`src/rtl/spatz_pkg.sv`:
```
// Shared types for the SIMD result buffer: element widths, writeback entry, pack FSM states.
package spatz_pkg;

    localparam int unsigned WbWidth        = 64;
    localparam int unsigned WbVregIdxWidth = 5;
    localparam int unsigned WbWordIdxWidth = 4;

    typedef enum logic [1:0] {
        EW_8  = 2'd0,
        EW_16 = 2'd1,
        EW_32 = 2'd2,
        EW_64 = 2'd3
    } vew_e;

    typedef enum logic {
        IDLE = 1'b0,
        PACK = 1'b1
    } pack_state_e;

    // Default-width writeback entry; the top builds the same layout from its own parameters.
    typedef struct packed {
        logic [WbWidth-1:0]        data;
        logic [WbVregIdxWidth-1:0] vd;
        logic [WbWordIdxWidth-1:0] word;
        logic [WbWidth/8-1:0]      be;
        logic                      last;
    } wb_entry_t;

    function automatic int unsigned elems_per_word(input int unsigned width, input vew_e sew);
        return width >> (3 + int'(sew));
    endfunction

endpackage

```
`src/rtl/spatz_wb_fifo.sv`:
```
// Depth-entry FIFO of writeback entries with full/empty flags.
module spatz_wb_fifo
    import spatz_pkg::*;
#(
    parameter int unsigned Depth   = 2,
    parameter type         entry_t = wb_entry_t
) (
    input  logic   clk_i,
    input  logic   rst_i,
    input  logic   push_i,
    input  entry_t data_i,
    input  logic   pop_i,
    output entry_t data_o,
    output logic   full_o,
    output logic   empty_o
);

    localparam int unsigned AddrWidth = (Depth > 1) ? $clog2(Depth) : 1;
    localparam int unsigned CntWidth  = $clog2(Depth + 1);

    entry_t                mem_q [Depth];
    logic [AddrWidth-1:0]  wr_ptr_q, rd_ptr_q;
    logic [CntWidth-1:0]   cnt_q;
    logic                  push_ok, pop_ok;

    assign full_o  = (cnt_q == CntWidth'(Depth));
    assign empty_o = (cnt_q == '0);
    assign push_ok = push_i && !full_o;
    assign pop_ok  = pop_i && !empty_o;
    assign data_o  = mem_q[rd_ptr_q];

    function automatic logic [AddrWidth-1:0] wrap_inc(input logic [AddrWidth-1:0] p);
        return (p == AddrWidth'(Depth - 1)) ? '0 : p + 1'b1;
    endfunction

    // NOTE: sequential state uses non-blocking assignments so every flop samples pre-edge values.
    always_ff @(posedge clk_i or posedge rst_i) begin
        if (rst_i) begin
            wr_ptr_q <= '0;
            rd_ptr_q <= '0;
            cnt_q    <= '0;
        end else begin
            if (push_ok) wr_ptr_q <= wrap_inc(wr_ptr_q);
            if (pop_ok)  rd_ptr_q <= wrap_inc(rd_ptr_q);
            case ({push_ok, pop_ok})
                2'b10:   cnt_q <= cnt_q + 1'b1;
                2'b01:   cnt_q <= cnt_q - 1'b1;
                default: cnt_q <= cnt_q;
            endcase
        end
    end

    // NOTE: storage is not reset; validity is tracked by the counter, so contents are never observed stale.
    always_ff @(posedge clk_i) begin
        if (push_ok) mem_q[wr_ptr_q] <= data_i;
    end

endmodule

```
`src/rtl/spatz_simd_result_buffer.sv`:
```
// Writeback buffer behind the SIMD lanes: forwards result words to the VRF and packs
// per-element carry bits of mask-producing ops into dense mask words.
module spatz_simd_result_buffer
    import spatz_pkg::*;
#(
    parameter int unsigned Width        = 64,
    parameter int unsigned Depth        = 2,
    parameter int unsigned VregIdxWidth = 5,
    parameter int unsigned WordIdxWidth = 4
) (
    input  logic                    clk_i,
    input  logic                    rst_i,
    input  logic                    res_valid_i,
    output logic                    res_ready_o,
    input  logic [Width-1:0]        res_data_i,
    input  logic [VregIdxWidth-1:0] res_vd_i,
    input  logic [WordIdxWidth-1:0] res_word_i,
    input  logic [Width/8-1:0]      res_be_i,
    input  logic [1:0]              res_sew_i,
    input  logic                    res_mask_op_i,
    input  logic                    res_last_i,
    output logic                    wb_valid_o,
    input  logic                    wb_ready_i,
    output logic [Width-1:0]        wb_data_o,
    output logic [VregIdxWidth-1:0] wb_vd_o,
    output logic [WordIdxWidth-1:0] wb_word_o,
    output logic [Width/8-1:0]      wb_be_o,
    output logic                    wb_last_o,
    output logic                    busy_o
);

    localparam int unsigned BeWidth  = Width / 8;
    localparam int unsigned PtrWidth = $clog2(Width);

    typedef struct packed {
        logic [Width-1:0]        data;
        logic [VregIdxWidth-1:0] vd;
        logic [WordIdxWidth-1:0] word;
        logic [BeWidth-1:0]      be;
        logic                    last;
    } entry_t;

    pack_state_e             state_q, state_d;
    logic [Width-1:0]        acc_q, acc_d;
    logic [PtrWidth-1:0]     ptr_q, ptr_d;
    logic [WordIdxWidth-1:0] cnt_q, cnt_d;
    logic [VregIdxWidth-1:0] vd_q, vd_d;
    vew_e                    sew_q, sew_d;

    vew_e                    sew_eff;
    logic [VregIdxWidth-1:0] vd_eff;
    logic [WordIdxWidth-1:0] cnt_eff;
    int                      n_elems;
    logic [Width-1:0]        new_bits, merged;
    logic                    word_full;
    logic                    beat_fire, mask_fire, emit, push, pop;
    logic                    fifo_full, fifo_empty;
    entry_t                  push_entry, head_entry;

    // While packing, the instruction's latched vd/sew govern every beat.
    assign sew_eff   = (state_q == PACK) ? sew_q : vew_e'(res_sew_i);
    assign vd_eff    = (state_q == PACK) ? vd_q  : res_vd_i;
    assign cnt_eff   = (state_q == PACK) ? cnt_q : '0;
    assign n_elems   = int'(elems_per_word(Width, sew_eff));
    assign merged    = acc_q | (new_bits << ptr_q);
    assign word_full = (int'(ptr_q) + n_elems) == int'(Width);

    assign res_ready_o = !fifo_full;
    assign beat_fire   = res_valid_i && res_ready_o;
    assign mask_fire   = beat_fire && res_mask_op_i;
    assign emit        = mask_fire && (word_full || res_last_i);
    assign push        = (beat_fire && !res_mask_op_i) || emit;
    assign pop         = wb_valid_o && wb_ready_i;

    always_comb begin
        // NOTE: default every comb output first so no path leaves it unassigned (no latches).
        new_bits = '0;
        for (int k = 0; k < int'(Width); k++) begin
            if (k < n_elems) new_bits[k] = res_data_i[PtrWidth'(k << (3 + int'(sew_eff)))];
        end
    end

    always_comb begin
        push_entry = '0;
        if (res_mask_op_i) begin
            push_entry.data = merged;
            push_entry.vd   = vd_eff;
            push_entry.word = cnt_eff;
            push_entry.be   = '1;
            push_entry.last = res_last_i;
        end else begin
            push_entry.data = res_data_i;
            push_entry.vd   = res_vd_i;
            push_entry.word = res_word_i;
            push_entry.be   = res_be_i;
            push_entry.last = res_last_i;
        end
    end

    spatz_wb_fifo #(
        .Depth   (Depth),
        .entry_t (entry_t)
    ) i_fifo (
        .clk_i   (clk_i),
        .rst_i   (rst_i),
        .push_i  (push),
        .data_i  (push_entry),
        .pop_i   (pop),
        .data_o  (head_entry),
        .full_o  (fifo_full),
        .empty_o (fifo_empty)
    );

    always_ff @(posedge clk_i or posedge rst_i) begin
        if (rst_i) begin
            state_q <= IDLE;
            acc_q   <= '0;
            ptr_q   <= '0;
            cnt_q   <= '0;
            vd_q    <= '0;
            sew_q   <= EW_8;
        end else begin
            state_q <= state_d;
            acc_q   <= acc_d;
            ptr_q   <= ptr_d;
            cnt_q   <= cnt_d;
            vd_q    <= vd_d;
            sew_q   <= sew_d;
        end
    end

    always_comb begin
        state_d = state_q;
        case (state_q)
            IDLE:    if (mask_fire && !res_last_i) state_d = PACK;
            PACK:    if (mask_fire && res_last_i)  state_d = IDLE;
            default: state_d = IDLE;
        endcase
    end

    always_comb begin
        acc_d = acc_q;
        ptr_d = ptr_q;
        cnt_d = cnt_q;
        vd_d  = vd_q;
        sew_d = sew_q;
        if (mask_fire) begin
            if (state_q == IDLE) begin
                vd_d  = res_vd_i;
                sew_d = vew_e'(res_sew_i);
            end
            if (res_last_i) begin
                acc_d = '0;
                ptr_d = '0;
                cnt_d = '0;
            end else if (word_full) begin
                acc_d = '0;
                ptr_d = '0;
                cnt_d = cnt_eff + 1'b1;
            end else begin
                acc_d = merged;
                ptr_d = ptr_q + PtrWidth'(n_elems);
                cnt_d = cnt_eff;
            end
        end
    end

    // Outputs are forced to zero while the FIFO is empty since its storage is not reset.
    always_comb begin
        wb_valid_o = !fifo_empty;
        wb_data_o  = fifo_empty ? '0 : head_entry.data;
        wb_vd_o    = fifo_empty ? '0 : head_entry.vd;
        wb_word_o  = fifo_empty ? '0 : head_entry.word;
        wb_be_o    = fifo_empty ? '0 : head_entry.be;
        wb_last_o  = fifo_empty ? 1'b0 : head_entry.last;
        busy_o     = !fifo_empty || (state_q == PACK);
    end

    normal_beat_in_pack: assert property (@(posedge clk_i) disable iff (rst_i)
        !(beat_fire && !res_mask_op_i && state_q == PACK));

endmodule

```
`config.mk`:
```
export PLATFORM = sky130hd
export DESIGN_NAME = spatz_simd_result_buffer
export DESIGN_NICKNAME = d
export VERILOG_FILES = /design/src/rtl/spatz_pkg.sv /design/src/rtl/spatz_wb_fifo.sv /design/src/rtl/spatz_simd_result_buffer.sv
export SDC_FILE = /design/constraint.sdc
export NUM_CORES = 1
export LEC_CHECK = 0
export ABC_CLOCK_PERIOD_IN_PS = 6300
export CORE_MARGIN = 10
export CORE_UTILIZATION = 45
export CTS_CLUSTER_DIAMETER = 30
export DETAILED_ROUTE_END_ITERATION = 8
export GPL_TIMING_DRIVEN = 0
export PLACE_DENSITY = 0.71
export SLEW_MARGIN = 20
export SYNTH_ARGS = -nofsm -noshare
export SYNTH_HDL_FRONTEND = slang
export SYNTH_SLANG_ARGS = --single-unit
```
`constraint.sdc`:
```
create_clock -name clk_i -period 6.3 [get_ports clk_i]
set_input_delay 1.89 -clock clk_i [delete_from_list [all_inputs] [get_ports clk_i]]
set_output_delay 1.89 -clock clk_i [all_outputs]
set_load 0.03 [all_outputs]
```
Word level (Yosys, flattened, before mapping). Memories as Yosys holds them, arrays and structs flattened. Index checks and enable logic that the tools add are counted. Widths: inputs -> output; s select.

Equal/unequal tests: 4. Bitwise logic cells: 2. Reductions and logical operators: 18. Shift-type cells: 66. Multiplexer cells: 279. Magnitude comparators: 128. Add/sub/neg operators: 8.

Operators with widths (count): $lt 7x32->1 const A (32); $shl 6x32->6 const A (31); $lt 6x32->1 const A (16); $lt 6x8->1 const B (64); $shl 5x32->6 const A (16); $bmux 1 s6 (64); $lt 5x32->1 const A (8); $shl 4x32->6 const A (8); $mux 1 (199); $mux 64 (3); $lt 4x32->1 const A (4); $shl 3x32->6 const A (4); $mux 82 (1); $lt 3x32->1 const A (2); $or 64x64->64 (1); $shl 1x32->6 const A (2); $shl 2x32->6 const A (2); $shl 64x6->64 (1); $add 7x32->32 (1); $eq 32x8->1 const B (1); $lt 1x32->1 const A (1); $lt 2x32->1 const A (1); $shr 7x32->32 const A (1); $mux 4 (4); 21 further kinds (38).

Memories: 1. RAM bits: 164. Input bits: 89. Output and inout bits: 85. Word-level logic and storage cells: 515. Register bits after elaboration: 86.

Memory list: i_fifo.mem_q (depth 2, bits a word 82, rd ports 1, clocked after Yosys merged registers in 0, wr ports 1, RTL line spatz_wb_fifo.sv:21) `entry_t mem_q [Depth];`.

Longest topological paths before layout. Gate-level depths: netlist of run 1.

Word-level depth: 11. Mapped depth: 18. Mapped depth without buffers: 16.

Cells and area by module. From an unflattened synthesis of run 1, not the netlist that was laid out.

Cells, all modules: 1361. Area total of the unflattened synthesis: 15050.7 um^2.

Modules (own cells, without submodules): spatz_simd_result_buffer (instances 1, cells each 1087, area each 8585.7 um^2, sequential area each 2052.0 um^2); spatz_wb_fifo (instances 1, cells each 274, area each 6465.0 um^2, sequential area each 5024.8 um^2).

Least setup slack after synthesis of run 1. OpenSTA, ideal clock, no wires.

Path type: in2reg. Start: input res_sew_i[0]. End: memory i_fifo.mem_q[0][0] (netlist name), enable pin. Cell stages on the path: 13. Setup time: 0.523 ns. Path buffers: 0. Data required time: 5.777 ns. Path slack: -2.011 ns. Arrival: 7.788 ns. Cells stage by stage: mux2i_1 > inv_1 > ha_1 > ha_1 > inv_1 > fa_1 > xor2_1 > nand3_1 > a2111oi_0 > a21oi_1 > nand2_1 > nand3_1 > nor2_1.

Cells in the longest elaborated chain, start to end: 11.

Ends and longest elaborated chain: start: declaration (RTL line spatz_simd_result_buffer.sv:19) `input logic [1:0] res_sew_i,`; $mux 2; named net sew_eff[0] (RTL line spatz_simd_result_buffer.sv:50) `vew_e sew_eff;`; $add 2x2->3 (RTL line spatz_pkg.sv:30) `return width >> (3 + int'(sew));`; $shr 7x32->32 (RTL line spatz_pkg.sv:30); $add 7x32->32 (RTL line spatz_simd_result_buffer.sv:66) `assign word_full = (int'(ptr_q) + n_elems) == int'(Width);`; $eq 32x8->1 (RTL line spatz_simd_result_buffer.sv:66); $logic_or 1x1->1 (RTL line spatz_simd_result_buffer.sv:71) `assign emit = mask_fire && (word_full || res_last_i);`; $logic_and 1x1->1 (RTL line spatz_simd_result_buffer.sv:71); $logic_or 1x1->1 (RTL line spatz_simd_result_buffer.sv:72) `assign push = (beat_fire && !res_mask_op_i) || emit;`; $logic_and 1x1->1 (RTL line spatz_wb_fifo.sv:28) `assign push_ok = push_i && !full_o;`; $mux 1 (RTL line spatz_wb_fifo.sv:55) `if (push_ok) mem_q[wr_ptr_q] <= data_i;`; $mux 1 (not written as such) (RTL line spatz_wb_fifo.sv:55); end: declaration (RTL line spatz_wb_fifo.sv:21).

The timed path passes the listed nets, and every way through them passes these cells.

==> results.cfg, run 1 <==
[outcome]
status = finished, final reports clean

[critical_path]
cp_slowest_cell = a311oi_1
crit_top_cell = buf_2
crit_path_end_kind = register
crit_path_max_incr_delay_ns = 0.80
crit_path_cell_trace = clkdlybuf4s50_1 -> mux2i_4 -> inv_1 -> ha_1 -> buf_2 -> buf_2 -> mux2i_1 -> a211oi_1 -> nor3_2 -> nor3_1 -> a311oi_1 -> o32ai_1 -> a22oi_2 -> o21ai_0
cp_top_family = compound AO/OA/AOI/OAI gates
worst-path-stages = 14
reg2regPathDepth = 14
crit_fanout = 10
criticalPathCategory = in -> reg
reg2reg_slack_ns = 1.20
required_ns = 6.51
worst_r2r_endpoint = i_fifo.mem_q[0][43]
critPathBufInv = 4
arrival_ns = 6.50
start_kind = input pin

[floorplanning]
io_pins = 174
initial_core_util = 0.456
std_cell_rows = 64
dieArea_sq_um = 38300
core_area_sq_um = 30500
die_x_um = 196
die_h_um = 196

[placed_design]
place_area_sq_um = 16300
post-place-cells = 1887
io_buffers = 171
dpl.hpwl_um = 42100
globalplace.congestion = 0.981

[logic_synthesis]
synth_top_area_cell = edfxtp_1
syn-num-nets = 1417
syn-instance-count = 1313
ys_seq_area_frac = 0.509
synth_edf_count = 164
yosys_warnings = 0
synth_top_cells_by_area = edfxtp_1 35%, dfrtp_1 15%, mux2i_1 9.7%
synth-main-ff-cell = edfxtp_1
synthArstFlopShare = 0.344
synth.distinct_cells = 89
synth_top_area_share = 0.354
synth_seq_cells = 250
netlist_area_sq_um = 13900
post_synth.cell_area_avg_sq_um = 10.6

[layout]
fillers = 2598
diodes = 0
instances_no_fill = 1984
nets = 1653
design_area_sq_um = 18000
drive_gt1_frac = 0.115
area_growth_pct = 29.4

[timing]
finalClockSkew_ns = 0.0192
maxSlewHeadroom = 0.337
period_minus_slack_ns = 6.28
grt_setup_unrepaired = no
tightest_slew_ns = 0.970
setup_viol = 0
period_share = 0.998
slew_violations = 0
timing.final.hold_violations = 0
timing.fmax_mhz = 159

[hold_path]
hp-start = acc_q[63]
hold_path_class = reg -> reg
worstHoldPathCells = 2
holdPathEnd = acc_q[63]

[clock_tree]
insertion_delay_ns = 0.55
clockBufferDepth = 3
cts_tree = built
htreeDepth = 2
cts.sinks = 250
cts_buffers = 48
cts-root-buf = clkbuf_16
hold_buffers = 0
path_clk_slew_ns = 0.05

[grt]
grt_max_degree = 48
antenna_found_initial = 0
grtUsageTotal = 0.278
grt_first_pass_wirelength_um = 81500
grt_pass1_vias = 12661
grt-ovfl-total = 0

[power_and_ir_drop]
max-vdd-ir-drop_mv = 0.276
p_leak_nw = 6.91
p_per_area_nw_per_um2 = 525

[routing]
num_vias = 12454
drt_iter0_drc = 1276
ant_nets = 0
drc = 0
firstDrtPassIters = 6
postRouteWirelength_um = 54900
wire_per_inst_um = 27.7
viasPerCell = 6.28

[job]
cap_violations = 0
-- synthesized netlist by cell type, types with 6 or more instances --
library cell / n
nor2_1: 175
edfxtp_1: 164
mux2i_1: 135
nand2_1: 92
dfrtp_1: 86
a21oi_1: 73
o21ai_0: 72
clkbuf_1: 70
inv_1: 38
a31oi_1: 35
nand3_1: 24
o31ai_1: 24
a211oi_1: 19
mux2_2: 18
o22ai_1: 17
nor3_1: 16
ha_1: 14
or2_2: 10
a21o_1: 9
and3_1: 9
buf_2: 9
mux4_2: 9
nand2b_1: 9
a22o_1: 7
o21ai_1: 7
or3_1: 7
a2111oi_0: 6
and2_1: 6
o221ai_1: 6
-- per-layer routing --
layer	wire length, um	vias to the layer above	GRT usage
met4	3060	0	0.141
met3	4850	165	0.0561
met5	0	-	0
li1	-	5434	-
met1	21800	6220	0.356
met2	25200	635	0.440
-- power by group --
group          leakage (nW)  switching (mW)  internal, mW
clock                 0.763           0.870          1.59
combinational          3.46            3.05          1.62
sequential             2.68           0.146          2.19
-- final cells by class --
type                       instances  area (sq um)  share of cell area
inverter                          43           169             0.00939
sequential                       250          7080               0.393
clock inverter                    23           250              0.0139
multi-input combinational        934          6360               0.354
clock buffer                      66          1340              0.0745
timing repair buffer             184          1930               0.107
buffer                            88           373              0.0207
tap                              396           495              0.0275
-- how the worst max path moves through the flow --
| stage | startpoint | to | slack, ns |
|---|---|---|---|
| after global placement | res_sew_i[0] | i_fifo.mem_q[1][20] | -3.21 |
| after floorplan | res_sew_i[0] | i_fifo.mem_q[0][0] | -0.65 |
| final | res_sew_i[0] | i_fifo.mem_q[0][43] | 0.02 |
| after detailed placement | res_sew_i[0] | i_fifo.mem_q[1][0] | -1.04 |
| after CTS | res_sew_i[1] | i_fifo.mem_q[1][0] | 0.03 |
| after global routing | res_sew_i[0] | i_fifo.mem_q[1][62] | 0.0001 |
-- registers in the layout (all words and copies together) (netlist names), named ones only --
signal	cells
acc_q	64
i_fifo.cnt_q	2
i_fifo.wr_ptr_q	1
i_fifo.rd_ptr_q	1
sew_q	2
cnt_q	4
ptr_q	6
vd_q	5
i_fifo.mem_q	164
-- placed cells by master (no fill, tap or decap), drive strengths merged, types with 8 or more instances in the layout --
cell type	n
clkdlybuf4s50	171
ha	14
inv	45
clkinv	15
nand2	92
mux4	9
dfrtp	86
clkbuf	137
edfxtp	164
mux2i	137
o211ai	8
mux2	20
nor3	16
nand3	24
nor2	178
a31oi	35
or2	10
a211oi	21
o21ai	79
nand2b	10
and3	9
o31ai	24
a21o	9
a21oi	73
o22ai	19
buf	30
-- through the flow --
stage                     power [mW]  worst slack (ns)  TNS, ns  utilization  hold WS, ns
after global routing            9.84          0.000130        0        0.590        0.512
after detailed placement        6.89             -1.04  -210.09        0.534        0.466
after CTS                       9.40            0.0255        0        0.589        0.478
after global placement          6.83             -3.21  -628.87        0.528        0.460
after floorplan                 5.14            -0.655  -107.34            -        0.448
final                           9.45            0.0153        0        0.590        0.478
-- kinds of logic (layout without fill, tap and decap cells) --
kind of cell | count (synthesis) | count (layout) | share of synthesized area
AO/OA/AOI/OAI | 365 | 365 | 0.180
XOR/XNOR | 9 | 9 | 0.00567
adder cells (fa/ha/maj) | 15 | 15 | 0.0140
buffers and inverters | 131 | 404 | 0.0385
flip-flops | 250 | 250 | 0.509
multiplexers | 166 | 166 | 0.132
AND/OR/NAND/NOR | 377 | 379 | 0.121
-- what timing repair did --
action / in CTS / in global routing
cloned: 2 / 0
resized for setup: 3 / 6
endpoints found under the setup margin: 204 / 157
buffers inserted: 6 / 0
pin swaps: 2 / 0
-- worst reg2reg max path: cells and delay by family (launching register included) --
kind	cells	cell delay, ns
AO/OA/AOI/OAI	5	1.98
adder cells (fa/ha/maj)	1	0.23
buffers and inverters	4	0.80
flip-flops	1	0.33
multiplexers	2	0.81
AND/OR/NAND/NOR	2	0.62
Power figures use the tool's default switching activity.
==> inputs of run 2 (changes only) <==
Settings changed: ABC_CLOCK_PERIOD_IN_PS 6300 to unset, SETUP_SLACK_MARGIN set to 0.5.
==> run 2 against run 1 <==
First-iteration DRC count increased by 11%. Maximum frequency increased by 8.9%. Non-clock buffer count increased by 16. Register-to-register slack improved by 0.48 ns. Final cell count increased by 1.1%. Setup slack improved by 0.51 ns. Clock power increased by 9.3%. Critical path depth unchanged. Sequential share of layout area decreased by 0.97 points. Clock skew increased by 0.0011 ns. Via count increased by 0.49%. Power increased by 3.4%. Largest power group unchanged.
==> results.cfg, run 2 (synthesis results as in run 1) <==
[outcome]
status = finished, final reports clean

[layout]
nets = 1670
layout_common_cells = 172 x nor2_1, 171 x clkdlybuf4s50_1, 164 x edfxtp_1
diodes = 0
largest_reg_flops = 164
top_regs = i_fifo.mem_q x164, acc_q x64, ptr_q x6
drive_gt1_frac = 0.149
top_register = i_fifo.mem_q
area_growth_pct = 32.7
layout_commonest_cell = nor2_1

[timing]
fin_ws_ns = 0.529
tightest_slew_ns = 1.02
setup_viol = 0
hold_ws_ns = 0.475
period_minus_slack_ns = 5.77
period_share = 0.916
timing.fmax_mhz = 173
timing.final.hold_violations = 0
grt_setup_unrepaired = yes
finalClockSkew_ns = 0.0204
slew_violations = 0
maxSlewHeadroom = 0.315

[floorplanning]
die_h_um = 196
std_cell_rows = 64
core_area_sq_um = 30500
die_x_um = 196
io_pins = 174
initial_core_util = 0.456
dieArea_sq_um = 38300

[clock_tree]
htreeDepth = 2
path_clk_slew_ns = 0.05
cts_buffers = 51
insertion_delay_ns = 0.56
cts_tree = built
cts.sinks = 250
cts-root-buf = clkbuf_16
clockBufferDepth = 3

[critical_path]
crit_path_end_kind = register
cp_top_family = compound AO/OA/AOI/OAI gates
cp_slowest_cell = a2bb2oi_1
start_kind = input pin
criticalPathCategory = in -> reg
arrival_ns = 6.03
crit_path_cell_trace = clkdlybuf4s50_1 -> mux2i_4 -> ha_1 -> buf_2 -> buf_6 -> buf_4 -> mux2i_1 -> a211oi_1 -> nor3_2 -> nor4_1 -> o31ai_2 -> o21a_1 -> a2bb2oi_1 -> o21ai_0
critPathBufInv = 4
required_ns = 6.55
crit_start = res_sew_i[1]
crit_fanout = 10
reg2reg_slack_ns = 1.68
crit_path_max_incr_delay_ns = 0.52

[grt]
grtUsageTotal = 0.279
antenna_found_initial = 0
grt_max_degree = 48
grt_first_pass_wirelength_um = 82100
grt_pass1_vias = 12515
grt-ovfl-total = 0

[routing]
viasPerCell = 6.24
drc = 0
drt_iter0_drc = 1416
postRouteWirelength_um = 55600
wire_per_inst_um = 27.7
num_vias = 12515
ant_nets = 0
firstDrtPassIters = 6

[job]
cap_violations = 0

[placed_design]
dpl.hpwl_um = 41600
pre_cts_slack_ns = -0.759
io_buffers = 171
globalplace.congestion = 0.968

[power_and_ir_drop]
p_per_area_nw_per_um2 = 530
finalPower_mw = 9.77
max-vdd-ir-drop_mv = 0.229
p_leak_nw = 7.08

[hold_path]
hp-start = acc_q[46]
hold_path_class = reg -> reg
==> run 2: cell count changes in the layout (fill, tap and decap cells not counted), moves of 5 or more <==
| cell | previous run | this run |
|---|---|---|
| a21oi_1 | 72 | 67 |
| a21oi_2 | 1 | 6 |
| buf_4 | 8 | 24 |
| clkbuf_1 | 82 | 72 |
==> run 2: worst register-to-register path: cells and delay by family, from the launching register on <==
| kind | cells | cell delay [ns] |
|---|---|---|
| AO/OA/AOI/OAI | 5 | 1.68 |
| adder cells (fa/ha/maj) | 1 | 0.22 |
| buffers and inverters | 4 | 0.81 |
| flip-flops | 1 | 0.34 |
| multiplexers | 2 | 0.75 |
| AND/OR/NAND/NOR | 2 | 0.53 |
==> run 2: routing by layer <==
metal	vias up	part of all wire	GRT usage
met5	-	0	0
met4	0	0.053	0.133
met3	158	0.086	0.0477
met2	675	0.46	0.440
met1	6194	0.40	0.365
li1	5488	-	-
==> run 2: where the power goes <==
| group | internal [mW] | switching (mW) | total, mW |
|---|---|---|---|
| sequential | 2.19 | 0.137 | 2.32 |
| combinational | 1.67 | 3.09 | 4.76 |
| clock | 1.77 | 0.923 | 2.69 |
| total | 5.62 | 4.15 | 9.77 |
==> run 2: what timing repair did <==
item                       4_1_cts  5_1_grt
gates resized for setup         21       26
setup buffers                    2       20
cloned                           0        0
setup endpoints to repair      192      160
hold buffers                     0        0
pin swaps                        1        3
==> run 2: path summary, 6_finish.rpt <==
kind,end,depth (start not counted)
max reg2reg,i_fifo.mem_q[1][72],14
max,i_fifo.mem_q[1][72],14
min,acc_q[46],2
max in group asynchronous,acc_q[2],3
min reg2reg,acc_q[46],2
min in group asynchronous,sew_q[0],2
==> run 2: metrics by stage <==
stage	util	instance area, sq um	TNS (ns)	instances
2_1_floorplan	-	14000	0	1313
3_3_place_gp	0.530	16200	-250.71	1880
3_5_place_dp	0.536	16300	-55.13	1887
4_1_cts	0.596	18200	0	1985
5_1_grt	0.605	18400	0	2005
6_report	0.605	18400	0	2005
==> run 2: area by class of cell <==
cell class	instances	area [sq um]
clock buffer	59	1370
multi-input combinational	932	6540
sequential	250	7080
buffer	88	379
tap	396	495
timing repair buffer	200	2040
inverter	43	169
fill	2580	12100
clock inverter	37	380
